<file path="src/rtl/chu_frac_pkg.sv">
// Shared constants and types for the queued fractal Avalon slave:
// register addresses, STATUS/CTRL bit positions, dispatcher states, command entry layout.
package chu_frac_pkg;

  localparam int TAG_W = 8;

  localparam logic [2:0] ADDR_CX     = 3'd0;
  localparam logic [2:0] ADDR_CY     = 3'd1;
  localparam logic [2:0] ADDR_MAX_IT = 3'd2;
  localparam logic [2:0] ADDR_CTRL   = 3'd3;
  localparam logic [2:0] ADDR_STATUS = 3'd4;
  localparam logic [2:0] ADDR_RESULT = 3'd5;

  localparam int STAT_CMD_FULL    = 0;
  localparam int STAT_CMD_EMPTY   = 1;
  localparam int STAT_RES_FULL    = 2;
  localparam int STAT_RES_EMPTY   = 3;
  localparam int STAT_BUSY        = 4;
  localparam int STAT_OVERFLOW    = 5;
  localparam int STAT_CMD_CNT_LSB = 8;
  localparam int STAT_RES_CNT_LSB = 16;

  localparam int CTRL_CLEAR  = 0;
  localparam int CTRL_IRQ_EN = 1;

  localparam int RES_VALID   = 31;
  localparam int RES_TAG_LSB = 16;

  typedef enum logic [1:0] {
    IDLE  = 2'd0,
    RUN   = 2'd1,
    DRAIN = 2'd2
  } frac_state_e;

  typedef struct packed {
    logic [TAG_W-1:0] tag;
    logic [31:0]      cx;
    logic [31:0]      cy;
  } cmd_entry_t;

endpackage

</file>
<file path="src/rtl/chu_sync_fifo.sv">
// Synchronous FIFO with clear, full/empty/count flags and same-cycle push+pop.
// DEPTH must be a power of 2 so the pointers wrap naturally.
module chu_sync_fifo #(
  parameter int WIDTH = 8,
  parameter int DEPTH = 16
) (
  input  logic                     clk,
  input  logic                     reset_n,
  input  logic                     clear,
  input  logic                     push,
  input  logic                     pop,
  input  logic [WIDTH-1:0]         wdata,
  output logic [WIDTH-1:0]         rdata,
  output logic                     full,
  output logic                     empty,
  output logic [$clog2(DEPTH):0]   count
);

  localparam int AW = $clog2(DEPTH);

  logic [WIDTH-1:0] mem [DEPTH];
  logic [AW-1:0]    wr_ptr;
  logic [AW-1:0]    rd_ptr;
  logic [AW:0]      cnt;
  logic             do_push;
  logic             do_pop;

  assign full    = (cnt == (AW+1)'(DEPTH));
  assign empty   = (cnt == '0);
  assign count   = cnt;
  assign do_push = push && !full;
  assign do_pop  = pop && !empty;
  assign rdata   = mem[rd_ptr];

  // Clear outranks any push or pop presented in the same cycle.
  always_ff @(posedge clk or negedge reset_n) begin
    if (!reset_n) begin
      wr_ptr <= '0;
      rd_ptr <= '0;
      cnt    <= '0;
    end else if (clear) begin
      wr_ptr <= '0;
      rd_ptr <= '0;
      cnt    <= '0;
    end else begin
      if (do_push) wr_ptr <= wr_ptr + 1'b1;
      if (do_pop)  rd_ptr <= rd_ptr + 1'b1;
      case ({do_push, do_pop})
        2'b10:   cnt <= cnt + 1'b1;
        2'b01:   cnt <= cnt - 1'b1;
        default: ;
      endcase
    end
  end

  always_ff @(posedge clk) begin
    if (do_push && !clear) mem[wr_ptr] <= wdata;
  end

endmodule

</file>
<file path="src/rtl/chu_avalon_frac_queue.sv">
// Avalon-MM slave feeding queued (cx, cy) points to one frac_engine and queuing tagged results.
// Optional level interrupt is built only when CHU_FRAC_IRQ_EN is defined.
module chu_avalon_frac_queue #(
  parameter int DEPTH      = 16,
  parameter int ITER_W     = 16,
  parameter int IRQ_THRESH = 8
) (
  input  logic              clk,
  input  logic              reset_n,
  input  logic [2:0]        frac_address,
  input  logic              frac_chipselect,
  input  logic              frac_write,
  input  logic              frac_read,
  input  logic [31:0]       frac_writedata,
  output logic [31:0]       frac_readdata,
  output logic              frac_irq,
  output logic              eng_start,
  output logic [31:0]       eng_cx,
  output logic [31:0]       eng_cy,
  output logic [ITER_W-1:0] eng_max_it,
  input  logic              eng_ready,
  input  logic              eng_done_tick,
  input  logic [ITER_W-1:0] eng_iter
);

  import chu_frac_pkg::*;

  localparam int CW    = $clog2(DEPTH) + 1;
  localparam int CMD_W = $bits(cmd_entry_t);
  localparam int RES_W = TAG_W + ITER_W;

  if (DEPTH < 2 || DEPTH > 128 || (DEPTH & (DEPTH - 1)) != 0) begin : g_bad_depth
    $error("DEPTH must be a power of 2 in 2..128");
  end
  if (ITER_W < 1 || ITER_W > 16) begin : g_bad_iter_w
    $error("ITER_W must be in 1..16");
  end
  if (IRQ_THRESH < 1 || IRQ_THRESH > DEPTH) begin : g_bad_irq_thresh
    $error("IRQ_THRESH must be in 1..DEPTH");
  end

  logic              wr;
  logic              rd;
  logic              clear;
  logic              cy_wr;
  logic [31:0]       cx_stage;
  logic [TAG_W-1:0]  tag;
  logic [ITER_W-1:0] max_it_reg;
  logic              overflow;
  logic              irq_en;

  logic              cmd_push;
  logic              cmd_full;
  logic              cmd_empty;
  logic [CW-1:0]     cmd_count;
  cmd_entry_t        cmd_wdata;
  logic [CMD_W-1:0]  cmd_rdata;
  cmd_entry_t        cmd_head;

  logic              res_push;
  logic              res_pop;
  logic              res_full;
  logic              res_empty;
  logic [CW-1:0]     res_count;
  logic [RES_W-1:0]  res_wdata;
  logic [RES_W-1:0]  res_rdata;

  frac_state_e       state;
  frac_state_e       state_nx;
  logic              dispatch;
  logic [TAG_W-1:0]  job_tag;

  assign wr       = frac_chipselect & frac_write;
  assign rd       = frac_chipselect & frac_read;
  assign clear    = wr && (frac_address == ADDR_CTRL) && frac_writedata[CTRL_CLEAR];
  assign cy_wr    = wr && (frac_address == ADDR_CY);
  assign cmd_push = cy_wr && !cmd_full;
  assign res_pop  = rd && (frac_address == ADDR_RESULT) && !res_empty && !clear;

  assign cmd_wdata = '{tag: tag, cx: cx_stage, cy: frac_writedata};
  assign cmd_head  = cmd_entry_t'(cmd_rdata);
  assign res_wdata = {job_tag, eng_iter};

  // A CY write that finds the FIFO full is dropped without consuming a tag.
  always_ff @(posedge clk or negedge reset_n) begin
    if (!reset_n) begin
      cx_stage   <= '0;
      max_it_reg <= '0;
      tag        <= '0;
      overflow   <= 1'b0;
    end else begin
      if (wr && (frac_address == ADDR_CX))     cx_stage   <= frac_writedata;
      if (wr && (frac_address == ADDR_MAX_IT)) max_it_reg <= frac_writedata[ITER_W-1:0];
      if (clear) begin
        tag      <= '0;
        overflow <= 1'b0;
      end else begin
        if (cmd_push)          tag      <= tag + 1'b1;
        if (cy_wr && cmd_full) overflow <= 1'b1;
      end
    end
  end

`ifdef CHU_FRAC_IRQ_EN
  localparam logic [CW-1:0] IRQ_LVL = CW'(IRQ_THRESH);

  always_ff @(posedge clk or negedge reset_n) begin
    if (!reset_n) irq_en <= 1'b0;
    else if (wr && (frac_address == ADDR_CTRL)) irq_en <= frac_writedata[CTRL_IRQ_EN];
  end

  assign frac_irq = irq_en & ((res_count >= IRQ_LVL) | overflow);
`else
  assign irq_en   = 1'b0;
  assign frac_irq = 1'b0;
`endif

  chu_sync_fifo #(.WIDTH(CMD_W), .DEPTH(DEPTH)) u_cmd_fifo (
    .clk     (clk),
    .reset_n (reset_n),
    .clear   (clear),
    .push    (cmd_push),
    .pop     (dispatch),
    .wdata   (cmd_wdata),
    .rdata   (cmd_rdata),
    .full    (cmd_full),
    .empty   (cmd_empty),
    .count   (cmd_count)
  );

  chu_sync_fifo #(.WIDTH(RES_W), .DEPTH(DEPTH)) u_res_fifo (
    .clk     (clk),
    .reset_n (reset_n),
    .clear   (clear),
    .push    (res_push),
    .pop     (res_pop),
    .wdata   (res_wdata),
    .rdata   (res_rdata),
    .full    (res_full),
    .empty   (res_empty),
    .count   (res_count)
  );

  always_ff @(posedge clk or negedge reset_n) begin
    if (!reset_n) state <= IDLE;
    else          state <= state_nx;
  end

  // A done_tick coinciding with clear still ends the job, so RUN returns to IDLE rather than DRAIN.
  always_comb begin
    state_nx = state;
    dispatch = 1'b0;
    res_push = 1'b0;
    case (state)
      IDLE: begin
        if (!clear && !cmd_empty && !res_full && eng_ready) begin
          dispatch = 1'b1;
          state_nx = RUN;
        end
      end
      RUN: begin
        if (eng_done_tick) begin
          res_push = !clear;
          state_nx = IDLE;
        end else if (clear) begin
          state_nx = DRAIN;
        end
      end
      DRAIN: begin
        if (eng_done_tick) state_nx = IDLE;
      end
      default: state_nx = IDLE;
    endcase
  end

  always_ff @(posedge clk or negedge reset_n) begin
    if (!reset_n) begin
      eng_start  <= 1'b0;
      eng_cx     <= '0;
      eng_cy     <= '0;
      eng_max_it <= '0;
      job_tag    <= '0;
    end else begin
      eng_start <= dispatch;
      if (dispatch) begin
        eng_cx     <= cmd_head.cx;
        eng_cy     <= cmd_head.cy;
        eng_max_it <= max_it_reg;
        job_tag    <= cmd_head.tag;
      end
    end
  end

  always_comb begin
    frac_readdata = '0;
    case (frac_address)
      ADDR_MAX_IT: frac_readdata[ITER_W-1:0] = max_it_reg;
      ADDR_CTRL:   frac_readdata[CTRL_IRQ_EN] = irq_en;
      ADDR_STATUS: begin
        frac_readdata[STAT_CMD_FULL]              = cmd_full;
        frac_readdata[STAT_CMD_EMPTY]             = cmd_empty;
        frac_readdata[STAT_RES_FULL]              = res_full;
        frac_readdata[STAT_RES_EMPTY]             = res_empty;
        frac_readdata[STAT_BUSY]                  = (state != IDLE);
        frac_readdata[STAT_OVERFLOW]              = overflow;
        frac_readdata[STAT_CMD_CNT_LSB +: 8]      = 8'(cmd_count);
        frac_readdata[STAT_RES_CNT_LSB +: 8]      = 8'(res_count);
      end
      ADDR_RESULT: begin
        if (!res_empty) begin
          frac_readdata[RES_VALID]                = 1'b1;
          frac_readdata[RES_TAG_LSB +: TAG_W]     = res_rdata[RES_W-1 -: TAG_W];
          frac_readdata[15:0]                     = 16'(res_rdata[ITER_W-1:0]);
        end
      end
      default: frac_readdata = '0;
    endcase
  end

endmodule

</file>
<file path="config.mk">
export PLATFORM = sky130hd
export DESIGN_NAME = chu_avalon_frac_queue
export DESIGN_NICKNAME = d
export VERILOG_FILES = /design/src/rtl/chu_frac_pkg.sv /design/src/rtl/chu_sync_fifo.sv /design/src/rtl/chu_avalon_frac_queue.sv
export SDC_FILE = /design/constraint.sdc
export NUM_CORES = 1
export LEC_CHECK = 0
export BUFFER_PORTS_ARGS = -buffer_cell sky130_fd_sc_hd__buf_2
export CORE_MARGIN = 1
export CORE_UTILIZATION = 65
export DETAILED_ROUTE_END_ITERATION = 8
export PLACE_DENSITY = 0.86
export SYNTH_ARGS = -nofsm -noshare
export SYNTH_HDL_FRONTEND = slang
export SYNTH_SLANG_ARGS = --single-unit
</file>
<file path="constraint.sdc">
create_clock -name clk -period 5.59 [get_ports clk]
set_input_delay 1.118 -clock clk [delete_from_list [all_inputs] [get_ports clk]]
set_output_delay 1.118 -clock clk [all_outputs]
set_load 0.01 [all_outputs]
</file>
# Word-level counts from Yosys, hierarchy flattened
# Memories as Yosys holds them, arrays and structs flattened. A register that Yosys moved wholly into a read port is not among the register bits.
# Index checks and enable logic that the tools add are counted.
word_totals:
  latch_bits: 0
  rom_bits: 0
  word_cells: 119
  ramBits: 1536
  output_inout_bits: 114
  register_bits: 102
  mem_count: 2
  input_bits: 58
classes:
  muxes: 38
  n_eq_ne: 16
  n_addsub: 9
  n_shift: 0
  multipliers: 0
  n_reduce_logical: 39
  n_div: 0
  bitwise_logic: 2
  n_lt_le_gt_ge: 0
mem_list:
  columns: ["name", "words", "width", "read_ports", "rd_clocked_by_memory_dff", "wr", "line_no", "source"]
  rows:
  - ["u_cmd_fifo.mem", 16, 72, 1, 1, 1, "chu_sync_fifo.sv:21", "logic [WIDTH-1:0] mem [DEPTH];"]
  - ["u_res_fifo.mem", 16, 24, 1, 0, 1, "chu_sync_fifo.sv:21", null]
ops:
  columns: ["cell", "count"]
  rows:
  - ["2-to-1 mux 4 bit", 8]
  - ["2-to-1 mux 24 bit", 1]
  - ["case mux 8 bit (3 select lines)", 1]
  - ["case mux 5 bit (2 select lines)", 2]
  - ["logical AND 1 bit", 19]
  - ["adder 4 x 1 -> 4 bit, second input constant", 4]
  - ["2-to-1 mux 8 bit", 2]
  - ["case mux 8 bit (2 select lines)", 1]
  - ["nonzero test 2 bit", 7]
  - ["2-to-1 mux 1 bit", 12]
  - ["case mux 4 bit (3 select lines)", 1]
  - ["adder 5 x 1 -> 5 bit, second input constant", 2]
  - ["equality test 5 bit, second input constant", 2]
  - ["logical NOT 5 bit", 2]
  - ["2-to-1 mux 5 bit", 2]
  - ["subtractor 5 x 1 -> 5 bit, second input constant", 2]
  - ["adder 8 x 1 -> 8 bit, second input constant", 1]
  - ["2-to-1 mux 2 bit", 4]
  - ["equality test 2 x 1 -> 1 bit, second input constant", 3]
  - ["equality test 2 bit, second input constant", 3]
  - ["equality test 3 x 2 -> 1 bit, second input constant", 2]
  - ["equality test 3 bit, second input constant", 2]
  - ["logical NOT 1 bit", 6]
  - ["case mux 1 bit (3 select lines)", 2]
  - ["other kinds (10)", 13]

# Logic depth before layout (Yosys ltp)
depth:
  depth_word: 13
  mapped_depth: 12
  mapped_depth_nobuf: 11

# Modules after synthesis
# A second synthesis with hierarchy kept.
unflattened:
  cells_unflattened: 2954
  hier_area_um2: 65392.7
modules_own_cells:
  columns: ["mod", "instances", "area_per_inst_um2", "seq_area_each_um2", "cells_per_inst"]
  rows:
  - ["chu_sync_fifo (u_cmd_fifo)", 1, 43904.6, 34918.5, 1881]
  - ["chu_sync_fifo (u_res_fifo)", 1, 15402.3, 11856.4, 653]
  - ["chu_avalon_frac_queue", 1, 6085.8, 3703.6, 420]

# Least setup slack after synthesis
# No wires, ideal clock.
synth_timing:
  path_kind: "input-to-reg"
  from: "input frac_address[2]"
  to: "memory u_cmd_fifo.mem[4][0] (netlist name), enable pin"
  cell_stages: 5
  path_buffers: 0
  arrival_time_ps: 3846
  slack_ps: 1306
  setup_ps: 438
  required_ps: 5152
  path_cell_list: "nand3b_1 > a2111oi_4 > nand2_1 > nor2_1 > and2_1"
synth_via:
  elab_chain_cells: 7
  elab_cells_between_ends: 11
  cone_classes: "2 x eq/ne; 2 x mux; 7 x reduce/logical"
synth_rtl:
  columns: ["element", "line_no", "source"]
  rows:
  - ["from (decl)", "chu_avalon_frac_queue.sv:10", "input logic [2:0] frac_address,"]
  - ["equality test 3 x 1 -> 1 bit / equality test 3 x 2 -> 1 bit (equally long branches)", "chu_avalon_frac_queue.sv:76, chu_avalon_frac_queue.sv:75", null]
  - ["logical AND 1 bit, on equally long branches", "chu_avalon_frac_queue.sv:76, chu_avalon_frac_queue.sv:75", null]
  - ["logical AND 1 bit, on equally long branches", "chu_avalon_frac_queue.sv:77, chu_avalon_frac_queue.sv:75", null]
  - ["logical AND 1 bit / logical NOT 1 bit (equally long branches)", "chu_sync_fifo.sv:31, chu_sync_fifo.sv:57", null]
  - ["logical AND 1 bit (*)", "chu_sync_fifo.sv:57", "if (do_push && !clear) mem[wr_ptr] <= wdata;"]
  - ["2-to-1 mux 1 bit (*)", "chu_sync_fifo.sv:57", null]
  - ["2-to-1 mux 1 bit (not written as such) (*)", "chu_sync_fifo.sv:57", null]
  - ["to (decl)", "chu_sync_fifo.sv:21", null]
# Mark *: on every way between the ends. The rest lies on a longest branch, timed or not.

# Worst setup path after layout
layout_timing:
  from: "register u_res_fifo.cnt[1], in the netlist u_res_fifo.count[1]"
  to: "output frac_readdata[3]"
layout_via:
  elab_chain_cells: 3
layout_rtl:
  columns: ["element", "line_no", "source"]
  rows:
  - ["from (decl)", "chu_sync_fifo.sv:24", "logic [AW:0] cnt;"]
  - ["from (signal assigned)", "chu_sync_fifo.sv:49", "2'b10: cnt <= cnt + 1'b1;"]
  - ["from (signal assigned)", "chu_sync_fifo.sv:50", "2'b01: cnt <= cnt - 1'b1;"]
  - ["logical NOT 5 bit (*)", "chu_sync_fifo.sv:29", "assign empty = (cnt == '0);"]
  - ["2-to-1 mux 24 bit", "chu_avalon_frac_queue.sv:210", "if (!res_empty) begin"]
  - ["case mux 4 bit (3 select lines) (*)", "chu_avalon_frac_queue.sv:196", "case (frac_address)"]
  - ["to (decl)", "chu_avalon_frac_queue.sv:15", "output logic [31:0] frac_readdata,"]
# Marks and branches as above.

==> impl.org <==
** Run status
- Status :: completed

** CTS
- CTS hold repair buffers :: 0
- Clock tree synthesis found a total of 1710 sinks.
- Clock transition at the register clock pins on the worst setup and hold paths after CTS :: 0.06 ns
- TritonCTS clock tree :: done
- The number of gates resized after CTS was 0.
- Later-pin clock latency in the skew report :: 0.80 ns
- Number of buffers created by CTS :: 159
- Maximum clock insertion buffer count :: 3
- The H-tree generated during clock tree synthesis spans 4 levels.
- Clk root buf :: clkbuf_16
- Once the clock tree was built, the setup fixing pass inserted 0 buffers.

** Worst setup path
- The most critical setup path has its startpoint at u_res_fifo.count[1]$_DFFE_PN0P_.
- Worst path cell trace :: nor4_2, nand2_1, nand3_1, inv_1, a221o_1, buf_2
- CP max stage delay :: 0.86 ns
- The critical path is of the flip-flop to output pin type.
- Reg-to-reg critical path endpoint :: u_res_fifo.count[4]$_DFFE_PN0P_
- Master of the slowest instance on the critical path :: nor4_2
- The worst register-to-register path begins at u_res_fifo.count[1]$_DFFE_PN0P_.
- Critical path required time :: 4.47 ns
- STA puts the critical path data arrival time at 4.15 ns.
- Critical Path End :: frac_readdata[3]
- The setup check on the worst reg-to-reg path leaves a slack of 1.57 ns.
- STA classifies the critical path endpoint as an output pin.
- Worst-path fanout max :: 16
- Startpoint type of the worst setup path :: flip-flop
- For the worst flop-to-flop path, the logic depth is 11.

** GRT
- For this run, the total global-route usage over all layers was measured as 35.6%.
- First-pass GRT wire length :: 253000 um
- Vias in the first global route :: 34596
- Pin count of the biggest net entering global routing :: 99
- The initial antenna violation count came to 13.
- Summed over all layers, the global routing overflow is 0.

** STA
- In the final timing run, aggregate negative setup slack is 0 ns.
- The number of max-slew violations in the final report is 0.
- Slew of the pin with the lowest slew margin :: 1.43 ns
- Number of hold violations in the final report :: 0
- Setup repair after global routing left no endpoint under its margin.
- Maximum clock rate :: 190 MHz
- Final clock skew :: 0.0314 ns
- Final setup fails :: 0
- The clock period could shrink to 5.27 ns.
- Across all hold checks on the routed design, the worst slack comes to 0.394 ns.
- Measured against its own limit, the worst slew margin works out to 4.10%.
- Across all setup checks in the final design, the least slack found is 0.317 ns.
- Fin crit share :: 94.3%

** Drt
- Avg WL per Cell :: 39.7 um
- Total routed wirelength :: 177000 um
- First-pass DRT Iterations :: 7
- Routed vias/inst :: 7.54
- Detailed routing inserted a total of 33650 vias.
- Number of nets with antenna violations after routing :: 0
- In the routed design, unresolved DRC markers number 0.
- DR iter-0 viols :: 5579

** Pwr
- P_leak :: 23.9 nW
- In this run the power spent charging and discharging nets is 10.3 mW.
- Dividing total power by cell area gives a power density of 486 mW/mm^2.
- Fraction of power consumed by combinational cells :: 22.4%
- Cell internal power was estimated by the tool at 25.2 mW.
- Net switching is 29.1% of the power.
- Final Power :: 35.5 mW
- IR analysis of the VDD net gives a maximum drop of 342 uV.
- The clock network accounts for 31.0% of the total power.
- The share of total power dissipated in sequential elements is 46.7%.

** Synthesis
- Synth Area in Adders :: 0.317%
- For this run, the number of Yosys warnings is 0.
- Each instance of the synthesized netlist takes up on average 23.5 um^2.
- Of the total synthesized cell area, the portion taken by AND, OR, NAND and NOR gates is 1.46%.
- Of the synthesized area, sequential elements account for 77.1%.
- Dominant cell by count in the synthesized netlist :: edfxtp_1
- For this run, asynchronously set or reset flops after synthesis account for 10.2%.
- Area share of the largest cell type after synthesis :: 70.5%
- Biggest area contributors in the synthesized netlist :: edfxtp_1 70%, mux4_2 17%, dfrtp_1 6.7%
- Synthesis handed over a netlist of 2784 instances.
- In the synthesized netlist the dominant register cell turns out to be edfxtp_1.
- The synthesized design contains 1536 enable-type register cells.
- Summing the areas of all compound-gate instances in the mapped netlist gives 0.780% of the synthesized area.
- After synthesis the netlist holds a flip-flop and latch count of 1710.
- Sorting the synthesized cells by how often they occur yields 1536 x edfxtp_1, 480 x mux4_2, 174 x dfrtp_1.
- Parity-gate share of the synthesized area counting xor and xnor cells :: 0.268%
- Mux contribution to synthesized area :: 18.7%
- Dominant combinational cell family by area after synthesis :: multiplexers
- The synthesized design spends more area on one cell type than any other, namely edfxtp_1.
- Synthesized area :: 0.0654 mm^2
- After synthesis, the netlist uses 56 different library cells.

** Floorplan
- The core region is 0.0999 mm^2.
- Die width :: 319 um
- Standard-cell rows :: 116
- For this configuration, the core starts out at a cell density of 65.5%.
- The die covers 0.102 mm^2.
- Measured along the y axis, the die boundary spans 319 um.
- I/O pin count :: 172

** Final layout
- Largest reg by FF count :: u_cmd_fifo.mem
- Of the cells placed in the final design, the portion with a size suffix greater than 1 is 34.9%.
- Net count, final :: 3098
- Sequential Area :: 0.0505 mm^2
- Multi-input gate area :: 0.0142 mm^2
- After routing the design area is 0.0731 mm^2.
- Max reg flops :: 1152
- P&R area growth vs syn :: 11.7%
- The largest registers in the layout are u_cmd_fifo.mem (1152), u_res_fifo.mem (384).
- Number of fill cells :: 4823

** Placement
- The placed instances occupy a cell area of 0.0679 mm^2.
- Post-DP HPWL :: 86100 um
- Post-Place Worst Slack :: 1.34 ns
- Count of input and output buffers :: 163
- GPL Wtd Cong :: 0.866

** Min path
- The worst hold path belongs to the class input port to asynchronous set/reset pin.

** Run
- Across the run, the number of max-cap violations was 0.
[layer usage]
layer  up-vias  share of wire (%)  GRT usage, %
li1      12192                  -             -
met1     17499                 33          46.2
met2      3178                 50          57.3
met3       763                 11          8.91
met4        18                5.5          17.2
met5         -              0.062             0
[power by group through the flow]
stage | clock network, mW | logic (mW) | registers (mW)
after global routing | 11.4 | 8.24 | 16.6
final | 11.0 | 7.95 | 16.6
after CTS | 11.0 | 7.93 | 16.5
after detailed placement | 0 | 7.57 | 16.7
after floorplan | 0 | 5.86 | 15.9
after global placement | 0 | 7.26 | 16.6
[layout make-up]
type / instances / share of cell area [%]
flip-flops and latches: 1710 / 69.1
multi-input cells: 909 / 19.4
clock buffers: 209 / 5.94
well taps: 1298 / 2.22
repair buffers: 222 / 2.08
clock inverters: 89 / 1.11
inverters: 22 / 0.116
diodes: 2 / 0.00685
[logic make-up after synthesis]
logic type,after synthesis
flops,1710
mux,609
simple gates,191
buf+inv,172
compound gates,65
xor+xnor,20
fa+ha+maj,16
other cells,1
[metrics by stage]
step / util, % / cells
6_report: 73.2 / 4461
5_1_grt: 73.2 / 4459
4_1_cts: 73.2 / 4459
3_5_place_dp: 68.0 / 4161
3_3_place_gp: 68.0 / 4161
2_1_floorplan: - / 2791
[placed cells by master, fill, tap and decap left out, drive strengths merged, types with 2 or more instances in the layout]
| cell type | instances |
|---|---|
| bufinv | 12 |
| a31oi | 2 |
| clkinv | 66 |
| o31ai | 3 |
| nor3 | 7 |
| nor4 | 4 |
| o211ai | 2 |
| and4 | 4 |
| dfrtp | 174 |
| inv | 32 |
| a21oi | 9 |
| o21ai | 14 |
| nor2b | 7 |
| nor2 | 26 |
| nand4 | 5 |
| and3 | 17 |
| a2111o | 2 |
| a2111oi | 3 |
| a22oi | 7 |
| ha | 15 |
| edfxtp | 1536 |
| nor3b | 2 |
| xor2 | 13 |
| diode | 2 |
| a221o | 5 |
| conb | 8 |
| xnor2 | 7 |
| a22o | 11 |
| clkbuf | 209 |
| mux4 | 480 |
| buf | 222 |
| mux2 | 121 |
| nand2 | 81 |
| a21o | 2 |
| mux2i | 8 |
| nand3 | 10 |
| and2 | 22 |
| or3 | 2 |
[how the worst min path moves through the flow]
| stage | startpoint | to | slack [ns] |
|---|---|---|---|
| after detailed placement | eng_max_it[2]$_DFFE_PN0N_ | eng_max_it[2]$_DFFE_PN0N_ | 0.46 |
| after global routing | reset_n | eng_cy[22]$_DFFE_PN0N_ | 0.44 |
| final | reset_n | eng_cy[22]$_DFFE_PN0N_ | 0.39 |
| after CTS | reset_n | eng_cy[22]$_DFFE_PN0N_ | 0.40 |
| after global placement | eng_max_it[7]$_DFFE_PN0N_ | eng_max_it[7]$_DFFE_PN0N_ | 0.46 |
| after floorplan | max_it_reg[13]$_DFFE_PN0P_ | eng_max_it[13]$_DFFE_PN0N_ | 0.46 |
[worst max-delay path: cells and delay by family, from the launching register on]
kind | cells | cell delay [ns]
AOI/OAI and AO/OA | 1 | 0.56
DFF | 1 | 0.47
and+or+nand+nor | 3 | 1.62
buffers and inverters | 2 | 0.71
Note: power is estimated with default switching activity, not from simulation.
